## src/rtl/led_tick_ctrl_if.sv

```systemverilog
// Button inputs and chaser-control outputs of led_tick_ctrl, bundled.
// The master side (board / bench) drives the raw keys; the slave side
// (led_tick_ctrl) drives the tick strobe and status.
interface led_tick_ctrl_if;
    logic       key_speed;
    logic       key_pause;
    logic       key_mode;
    logic       step_tick;
    logic [1:0] speed_sel;
    logic       paused;
    logic       mode;

    modport master (
        output key_speed, key_pause, key_mode,
        input  step_tick, speed_sel, paused, mode
    );

    modport slave (
        input  key_speed, key_pause, key_mode,
        output step_tick, speed_sel, paused, mode
    );
endinterface

```

## src/rtl/led_tick_ctrl.sv

```systemverilog
// User-control front end for the 4-LED chaser: synchronises and debounces
// three active-low buttons, turns each debounced press into a one-cycle
// event, and generates the step_tick advance strobe at one of four speeds.
module led_tick_ctrl #(
    parameter logic [19:0] DEB_MAX  = 20'd999_999,
    parameter logic [24:0] SPD0_MAX = 25'd24_999_999,
    parameter logic [24:0] SPD1_MAX = 25'd12_499_999,
    parameter logic [24:0] SPD2_MAX = 25'd6_249_999,
    parameter logic [24:0] SPD3_MAX = 25'd3_124_999
) (
    input  logic             sys_clk,
    input  logic             sys_rst_n,
    led_tick_ctrl_if.slave   bus
);

    // Key index: 0 = speed, 1 = pause, 2 = mode.
    logic [2:0]  w_key_raw;
    logic [2:0]  w_evt;
    logic [24:0] w_term;

    logic [1:0]  r_speed_sel;
    logic        r_paused;
    logic        r_mode;
    logic [24:0] r_cnt;
    logic        r_tick;

    assign w_key_raw = {bus.key_mode, bus.key_pause, bus.key_speed};

    generate
        for (genvar gi = 0; gi < 3; gi++) begin : g_key
            logic        r_sync1;
            logic        r_sync2;
            logic        r_stb;
            logic        r_stb_d;
            logic        r_evt;
            logic [19:0] r_dcnt;

            // Two-flop synchroniser; idles at 1 (released).
            always_ff @(posedge sys_clk or negedge sys_rst_n) begin
                if (!sys_rst_n) begin
                    r_sync1 <= 1'b1;
                    r_sync2 <= 1'b1;
                end else begin
                    r_sync1 <= w_key_raw[gi];
                    r_sync2 <= r_sync1;
                end
            end

            // Debounce: stb follows sync only after DEB_MAX+1 differing cycles.
            always_ff @(posedge sys_clk or negedge sys_rst_n) begin
                if (!sys_rst_n) begin
                    r_stb  <= 1'b1;
                    r_dcnt <= 20'd0;
                end else if (r_sync2 == r_stb) begin
                    r_dcnt <= 20'd0;
                end else if (r_dcnt == DEB_MAX) begin
                    r_stb  <= r_sync2;
                    r_dcnt <= 20'd0;
                end else begin
                    r_dcnt <= r_dcnt + 20'd1;
                end
            end

            // Press event: one-cycle pulse the cycle after stb falls.
            always_ff @(posedge sys_clk or negedge sys_rst_n) begin
                if (!sys_rst_n) begin
                    r_stb_d <= 1'b1;
                    r_evt   <= 1'b0;
                end else begin
                    r_stb_d <= r_stb;
                    r_evt   <= r_stb_d & ~r_stb;
                end
            end

            assign w_evt[gi] = r_evt;
        end
    endgenerate

    // Terminal count for the selected speed.
    always_comb begin
        w_term = SPD0_MAX;
        case (r_speed_sel)
            2'd1:    w_term = SPD1_MAX;
            2'd2:    w_term = SPD2_MAX;
            2'd3:    w_term = SPD3_MAX;
            default: w_term = SPD0_MAX;
        endcase
    end

    // Pause and mode status toggle on their press events.
    always_ff @(posedge sys_clk or negedge sys_rst_n) begin
        if (!sys_rst_n) begin
            r_paused <= 1'b0;
            r_mode   <= 1'b0;
        end else begin
            if (w_evt[1]) r_paused <= ~r_paused;
            if (w_evt[2]) r_mode   <= ~r_mode;
        end
    end

    // Speed step restarts the period; otherwise count unless paused.
    always_ff @(posedge sys_clk or negedge sys_rst_n) begin
        if (!sys_rst_n) begin
            r_speed_sel <= 2'd0;
            r_cnt       <= 25'd0;
            r_tick      <= 1'b0;
        end else if (w_evt[0]) begin
            r_speed_sel <= r_speed_sel + 2'd1;
            r_cnt       <= 25'd0;
            r_tick      <= 1'b0;
        end else if (r_paused) begin
            r_tick      <= 1'b0;
        end else if (r_cnt == w_term) begin
            r_cnt       <= 25'd0;
            r_tick      <= 1'b1;
        end else begin
            r_cnt       <= r_cnt + 25'd1;
            r_tick      <= 1'b0;
        end
    end

    assign bus.step_tick = r_tick;
    assign bus.speed_sel = r_speed_sel;
    assign bus.paused    = r_paused;
    assign bus.mode      = r_mode;

endmodule

```

## src/flat_wrapper.sv

```systemverilog
// flat-port wrapper written by rule: the top's interface ports become plain ports
module led_tick_ctrl_flat 
#(
    parameter logic [19:0] DEB_MAX  = 20'd999_999,
    parameter logic [24:0] SPD0_MAX = 25'd24_999_999,
    parameter logic [24:0] SPD1_MAX = 25'd12_499_999,
    parameter logic [24:0] SPD2_MAX = 25'd6_249_999,
    parameter logic [24:0] SPD3_MAX = 25'd3_124_999
)
  (sys_clk, sys_rst_n, bus_key_speed, bus_key_pause, bus_key_mode, bus_step_tick, bus_speed_sel, bus_paused, bus_mode);
  led_tick_ctrl_if bus_i ();
  input  logic sys_clk;
  input  logic sys_rst_n;
  input wire logic [$bits(bus_i.key_speed)-1:0] bus_key_speed;
  input wire logic [$bits(bus_i.key_pause)-1:0] bus_key_pause;
  input wire logic [$bits(bus_i.key_mode)-1:0] bus_key_mode;
  output wire logic [$bits(bus_i.step_tick)-1:0] bus_step_tick;
  output wire logic [$bits(bus_i.speed_sel)-1:0] bus_speed_sel;
  output wire logic [$bits(bus_i.paused)-1:0] bus_paused;
  output wire logic [$bits(bus_i.mode)-1:0] bus_mode;
  assign bus_i.key_speed = bus_key_speed;
  assign bus_i.key_pause = bus_key_pause;
  assign bus_i.key_mode = bus_key_mode;
  assign bus_step_tick = bus_i.step_tick;
  assign bus_speed_sel = bus_i.speed_sel;
  assign bus_paused = bus_i.paused;
  assign bus_mode = bus_i.mode;
  led_tick_ctrl #(.DEB_MAX(DEB_MAX), .SPD0_MAX(SPD0_MAX), .SPD1_MAX(SPD1_MAX), .SPD2_MAX(SPD2_MAX), .SPD3_MAX(SPD3_MAX)) u_core (.sys_clk(sys_clk), .sys_rst_n(sys_rst_n), .bus(bus_i));
endmodule
```

## config.mk

```make
export PLATFORM = sky130hd
export DESIGN_NAME = led_tick_ctrl_flat
export DESIGN_NICKNAME = d
export VERILOG_FILES = /design/src/rtl/led_tick_ctrl_if.sv /design/src/rtl/led_tick_ctrl.sv /design/src/flat_wrapper.sv
export SDC_FILE = /design/constraint.sdc
export NUM_CORES = 1
export LEC_CHECK = 0
export CAP_MARGIN = 15
export CORE_AREA = 4 4 103 105
export CTS_BUF_LIST = sky130_fd_sc_hd__clkbuf_8
export CTS_CLUSTER_DIAMETER = 80
export DETAILED_ROUTE_END_ITERATION = 7
export DIE_AREA = 0 0 107 109
export GPL_TIMING_DRIVEN = 0
export HOLD_SLACK_MARGIN = 0.03
export PLACE_DENSITY = 0.7
export SLEW_MARGIN = 10
export SYNTH_ARGS = -nofsm -noshare
export SYNTH_HDL_FRONTEND = slang
export SYNTH_SLANG_ARGS = --single-unit
```

## constraint.sdc

```tcl
create_clock -name sys_clk -period 4.1 [get_ports sys_clk]
set_clock_uncertainty 0.2 [all_clocks]
set_input_delay 0.82 -clock sys_clk [delete_from_list [all_inputs] [get_ports sys_clk]]
set_output_delay 0.82 -clock sys_clk [all_outputs]
set_load 0.03 [all_outputs]
```

# After elaboration in Yosys (flattened, before gate mapping)
# Index checks and enable logic that the tools add are counted.
classes:
  n_reduce_logical: 3
  eq_ne: 11
  muxes: 13
  n_addsub: 5
  n_bitwise: 11
op_table:
  columns: ["cell", "count"]
  rows:
  - ["2-to-1 mux 20 bit", 6]
  - ["2-to-1 mux 25 bit", 3]
  - ["one-hot mux 25 bit (3 select lines)", 1]
  - ["adder 20 x 1 -> 20 bit, second input constant", 3]
  - ["== test 20 bit, second input constant", 3]
  - ["adder 25 x 1 -> 25 bit, second input constant", 1]
  - ["== test 25 bit", 1]
  - ["NOT 1 bit", 8]
  - ["AND reduction 2 bit", 3]
  - ["== test 2 bit, second input constant", 2]
  - ["AND 1 bit", 3]
  - ["== test 1 bit", 3]
  - ["2-to-1 mux 1 bit", 3]
  - ["adder 2 x 1 -> 2 bit, second input constant", 1]
  - ["== test 2 x 1 -> 1 bit, second input constant", 1]
  - ["!= test 2 bit, second input constant", 1]
totals:
  elab_cells: 66
  output_inout_bits: 5
  regBits: 105

# Depth between registers and ports, before layout
logic_depth:
  depth_word: 6
  mapped_depth: 9
  ltp_nobuf: 8

# Worst setup path before layout
# OpenSTA, ideal clock, no wires.
synth_path:
  path_type: "flip-flop to flip-flop"
  from: "register u_core.r_speed_sel[1] (netlist: u_core.bus.speed_sel[1])"
  to: "register u_core.r_cnt[11]"
  period_less_slack_ns: 2.695
  path_slack_ns: 1.405
  required_ns: 3.775
  arrival_time_ns: 2.370
  setup_time_ns: 0.125
  path_buffers: 1
  path_stages_with_launch: 10
  path_cell_list: "dfrtp_1 > inv_1 > ha_1 > or3_1 > a2111oi_2 > o22ai_1 > o21ai_2 > buf_2 > nor2_1 > mux2_2"
synth_via:
  elab_chain_cells: 6
synth_lines:
  columns: ["element", "line", "rtl"]
  rows:
  - ["start: declaration", "led_tick_ctrl.sv:21", "logic [1:0] r_speed_sel;"]
  - ["start signal: assignment", "led_tick_ctrl.sv:108", "r_speed_sel <= r_speed_sel + 2'd1;"]
  - ["== test 2 bit or == test 2 x 1 -> 1 bit (tied branches)", "led_tick_ctrl.sv:82", "case (r_speed_sel)"]
  - ["one-hot mux 25 bit (3 select lines) (*)", "led_tick_ctrl.sv:82", null]
  - ["== test 25 bit (*)", "led_tick_ctrl.sv:113", "end else if (r_cnt == w_term) begin"]
  - ["2-to-1 mux 25 bit (*)", "led_tick_ctrl.sv:113", null]
  - ["2-to-1 mux 25 bit (*)", "led_tick_ctrl.sv:111", "end else if (r_paused) begin"]
  - ["2-to-1 mux 25 bit (*)", "led_tick_ctrl.sv:107", "end else if (w_evt[0]) begin"]
  - ["end signal: assignment", "led_tick_ctrl.sv:117", "r_cnt <= r_cnt + 25'd1;"]
  - ["end: declaration", "led_tick_ctrl.sv:24", "logic [24:0] r_cnt;"]
# Every way passes the cells marked *; elsewhere a longest branch is shown, timed or not. The select of a mux whose other input is x is not followed.
# A chain may end at the register's enable or synchronous reset.

# Worst setup path after layout
layout_path:
  from: "register u_core.r_speed_sel[1] (netlist: u_core.bus.speed_sel[1])"
  to: "register u_core.r_cnt[23]"
# The elaborated chain is that of the path after synthesis.

==> reports/results.tsv <==
stage	metric	value	unit
clocking	insertion_delay	370	ps
sta	post-route-min-period	2750	ps
sta	max_freq	363	MHz
die	die_x	107	um
routing	drtPass1Iterations	4	
clocking	clk_pin_slew_worst_paths	100	ps
synth	syn_inst	533	
clocking	clockRootBuffer	clkbuf_8	
synth	synth_seq_cells	105	
setup_path	arrival	2800	ps
setup_path	slowest_delay	460	ps
sta	maxSlewViolCount	0	
setup_path	path_buf_inv	3	
sta	setup_viol	0	
setup_path	worstPathRequired	4150	ps
status	status	finished clean	
place	placed_cell_area	5450	sq um
clocking	cts_setup_buffers	0	
cells_and_area	fillers	817	
worst_hold_path	hold_path.class	flip-flop to flip-flop	
cells_and_area	n_antenna_cell	0	
synth	netlist-cell-type-count	56	
global_routing	grt_max_degree	59	
clocking	cts.hold.buffers_added	0	
synth	synth_fp_nets	548	
global_routing	grt_pass1_wl	17000	um
clocking	h-tree-depth	3	
power	max-vdd-ir-drop	0.000296	V
global_routing	met2_usage	30.2	%
die	die-area	11700	sq um
cells_and_area	finish.instance_area	5630	sq um
job	cap_violations	0	
setup_path	cp_max_fo	10	
setup_path	cp-end-kind	flip-flop	
cells_and_area	post-route-util	58.5	%
die	die_y	109	um
synth	synth_edf_count	0	
cells_and_area	layout-drive-gt1-share	9.12	%
die	start_util	53.6	%
power	power_leakage	2.46	nW
setup_path	start_kind	flip-flop	
place	routabilityCongestion	0.821	
global_routing	grt_antenna_before_repair	0	
synth	yosysWarnings	0	
setup_path	crit_family	compound AO/OA/AOI/OAI gates	
setup_path	critical_path_class	flip-flop to flip-flop	
synth	postSynthAreaPerCell	9.70	sq um
sta	slew_headroom	57.3	%
global_routing	grt_use_met3	4.62	%
place	io_buffers	9	
routing	wire_per_inst	14.2	um
sta	rsz0062_at_grt	false	
clocking	cts_buffer_depth	2	
routing	vias	3770	
routing	wl	9790	um
clocking	numCtsBuffers	9	
synth	synth-seq-area-share	51.1	%
routing	ant_nets	0	
setup_path	critical_path.cell_chain	inv_1 -> ha_1 -> or3_1 -> a2111oi_2 -> o22ai_1 -> o21ai_2 -> buf_4 -> buf_2 -> o21ai_0	
routing	viasPerCell	5.45	
routing	drt_iter0_drc	201	
cells_and_area	nets	569	
global_routing	grt.overflow.total	0	
global_routing	busiest_layer	met2	
power	power_density	304	nW/um^2
die	core_region_area	9640	sq um
global_routing	grt_pass1_vias	3707	
cells_and_area	area_delta_synth_final	9.03	%
synth	synth_area	5170	sq um
die	num_rows	36	
clocking	clock_sink_count	105	
die	io-pin-count	10	
global_routing	grt_util_met1	23.8	%
sta	setup_slack	1350	ps
sta	finalCritPeriodShare	67.2	%
sta	hold_viol	0	
global_routing	track_usage	18.2	%
synth	synth_ff_type	dfrtp_1	
place	dp.final_hpwl	6760	um
clocking	cts_tree	built	
routing	drc	0	
place	dp_slack	1350	ps
sta	tightest_slew	635	ps
synth	synth-async-reset-ratio	100	%
setup_path	cp_slowest_cell	dfrtp_1	
clocking	cts_resized	0	
-- registers in the layout, summed over array words and instances, names as in the netlist --
register / flops
u_core.g_key.r_sync1: 3
u_core.g_key.r_stb: 3
u_core.bus.mode: 1
u_core.r_cnt: 25
u_core.bus.step_tick: 1
u_core.g_key.r_stb_d: 3
u_core.g_key.r_dcnt: 60
u_core.bus.paused: 1
u_core.g_key.r_sync2: 3
u_core.g_key.r_evt: 3
u_core.bus.speed_sel: 2
-- cell usage after synthesis (3+ instances only) --
cell,number,share of area [%]
dfrtp_1,93,45
ha_1,10,2.4
nand3_1,44,4.3
nand2_1,53,3.8
nor4b_1,4,0.68
clkbuf_1,4,0.29
o211ai_1,5,0.73
nand3b_1,3,0.44
nand4b_1,3,0.51
nor2_1,83,6.0
nand4_1,6,0.73
inv_1,15,1.1
a21oi_1,3,0.29
mux2_2,5,1.1
xor2_1,35,5.9
nor2b_1,4,0.48
o21ai_0,16,1.5
a21o_1,4,0.58
nor4_1,7,0.85
buf_2,5,0.48
or3_1,12,1.5
dfstp_2,12,6.1
and3_1,17,2.1
nand2b_1,3,0.36
a211o_1,4,0.68
a32oi_1,3,0.51
nor3_1,18,1.7
buf_1,3,0.22
xnor2_1,23,3.9
-- path summary, 6_finish.rpt --
| check | cells past startpoint | slack (ps) | endpoint | from |
|---|---|---|---|---|
| setup / recovery | 9 | 1350 | u_core.r_cnt[23] | u_core.bus.speed_sel[1] |
| hold / removal | 0 | 160 | u_core.g_key[2].r_sync2 | u_core.g_key[2].r_sync1 |
| setup reg to reg | 9 | 1350 | u_core.r_cnt[23] | u_core.bus.speed_sel[1] |
| hold reg to reg | 0 | 160 | u_core.g_key[2].r_sync2 | u_core.g_key[2].r_sync1 |
| max in group asynchronous | 2 | 2850 | u_core.g_key[0].r_stb | sys_rst_n |
| min in group asynchronous | 1 | 170 | u_core.r_cnt[21] | sys_rst_n |
-- layout make-up --
| cell class | count | area [sq um] | share of cell area, % |
|---|---|---|---|
| clock inverter | 5 | 30.0 | 0.533 |
| tap | 133 | 166 | 2.95 |
| buffer | 15 | 71.3 | 1.27 |
| clock buffer | 11 | 151 | 2.69 |
| inverter | 15 | 56.3 | 0.999 |
| timing repair buffer | 10 | 119 | 2.11 |
| sequential | 105 | 2640 | 46.9 |
| multi-input combinational | 398 | 2400 | 42.5 |
-- placed cells by master (no fill, tap or decap), types with 3 or more instances in the layout --
master	synthesis	final
a211o_1	4	4
a21o_1	4	4
a21oi_1	3	3
a32oi_1	3	3
and3_1	17	17
buf_1	3	3
buf_2	5	5
clkbuf_1	4	4
clkbuf_8	0	11
clkdlybuf4s50_1	0	8
dfrtp_1	93	93
dfstp_2	12	12
ha_1	10	10
inv_1	15	16
mux2_2	5	5
nand2_1	53	53
nand2b_1	3	3
nand3_1	44	44
nand3b_1	3	3
nand4_1	6	6
nand4b_1	3	3
nor2_1	83	83
nor2b_1	4	4
nor3_1	18	18
nor4_1	7	7
nor4b_1	4	4
o211ai_1	5	5
o21ai_0	16	16
or3_1	12	12
xnor2_1	23	23
xor2_1	35	35
-- per-stage QoR --
stage / hold WS (ps) / instances / setup TNS (ps) / total power, W
finish: 161 / 692 / 0 / 0.00171
global placement: 148 / 675 / -187480 / 0.00113
floorplan: 145 / 533 / 0 / 0.00110
CTS: 163 / 692 / 0 / 0.00174
global route: 168 / 692 / 0 / 0.00178
detailed placement: 148 / 676 / 0 / 0.00113
-- layer usage --
metal	vias up	part of all wire [%]
met4	0	0.69
met2	63	48
li1	1876	-
met5	-	0
met1	1823	48
met3	8	3.4
-- report_power, final --
part	internal, W	switching, W
clock	0.000253	0.000352
combinational	0.0000159	0.0000367
sequential	0.00105	0.00000914
-- cells by family after synthesis --
family	synth area share (%)
xor gates and xnor gates	9.83
AOI/OAI and AO/OA	6.63
adders and majority gates	2.42
muxes	1.09
buffers and inverters	2.47
DFF	51.1
and+or+nand+nor	26.4
Power figures use the tool's default switching activity.
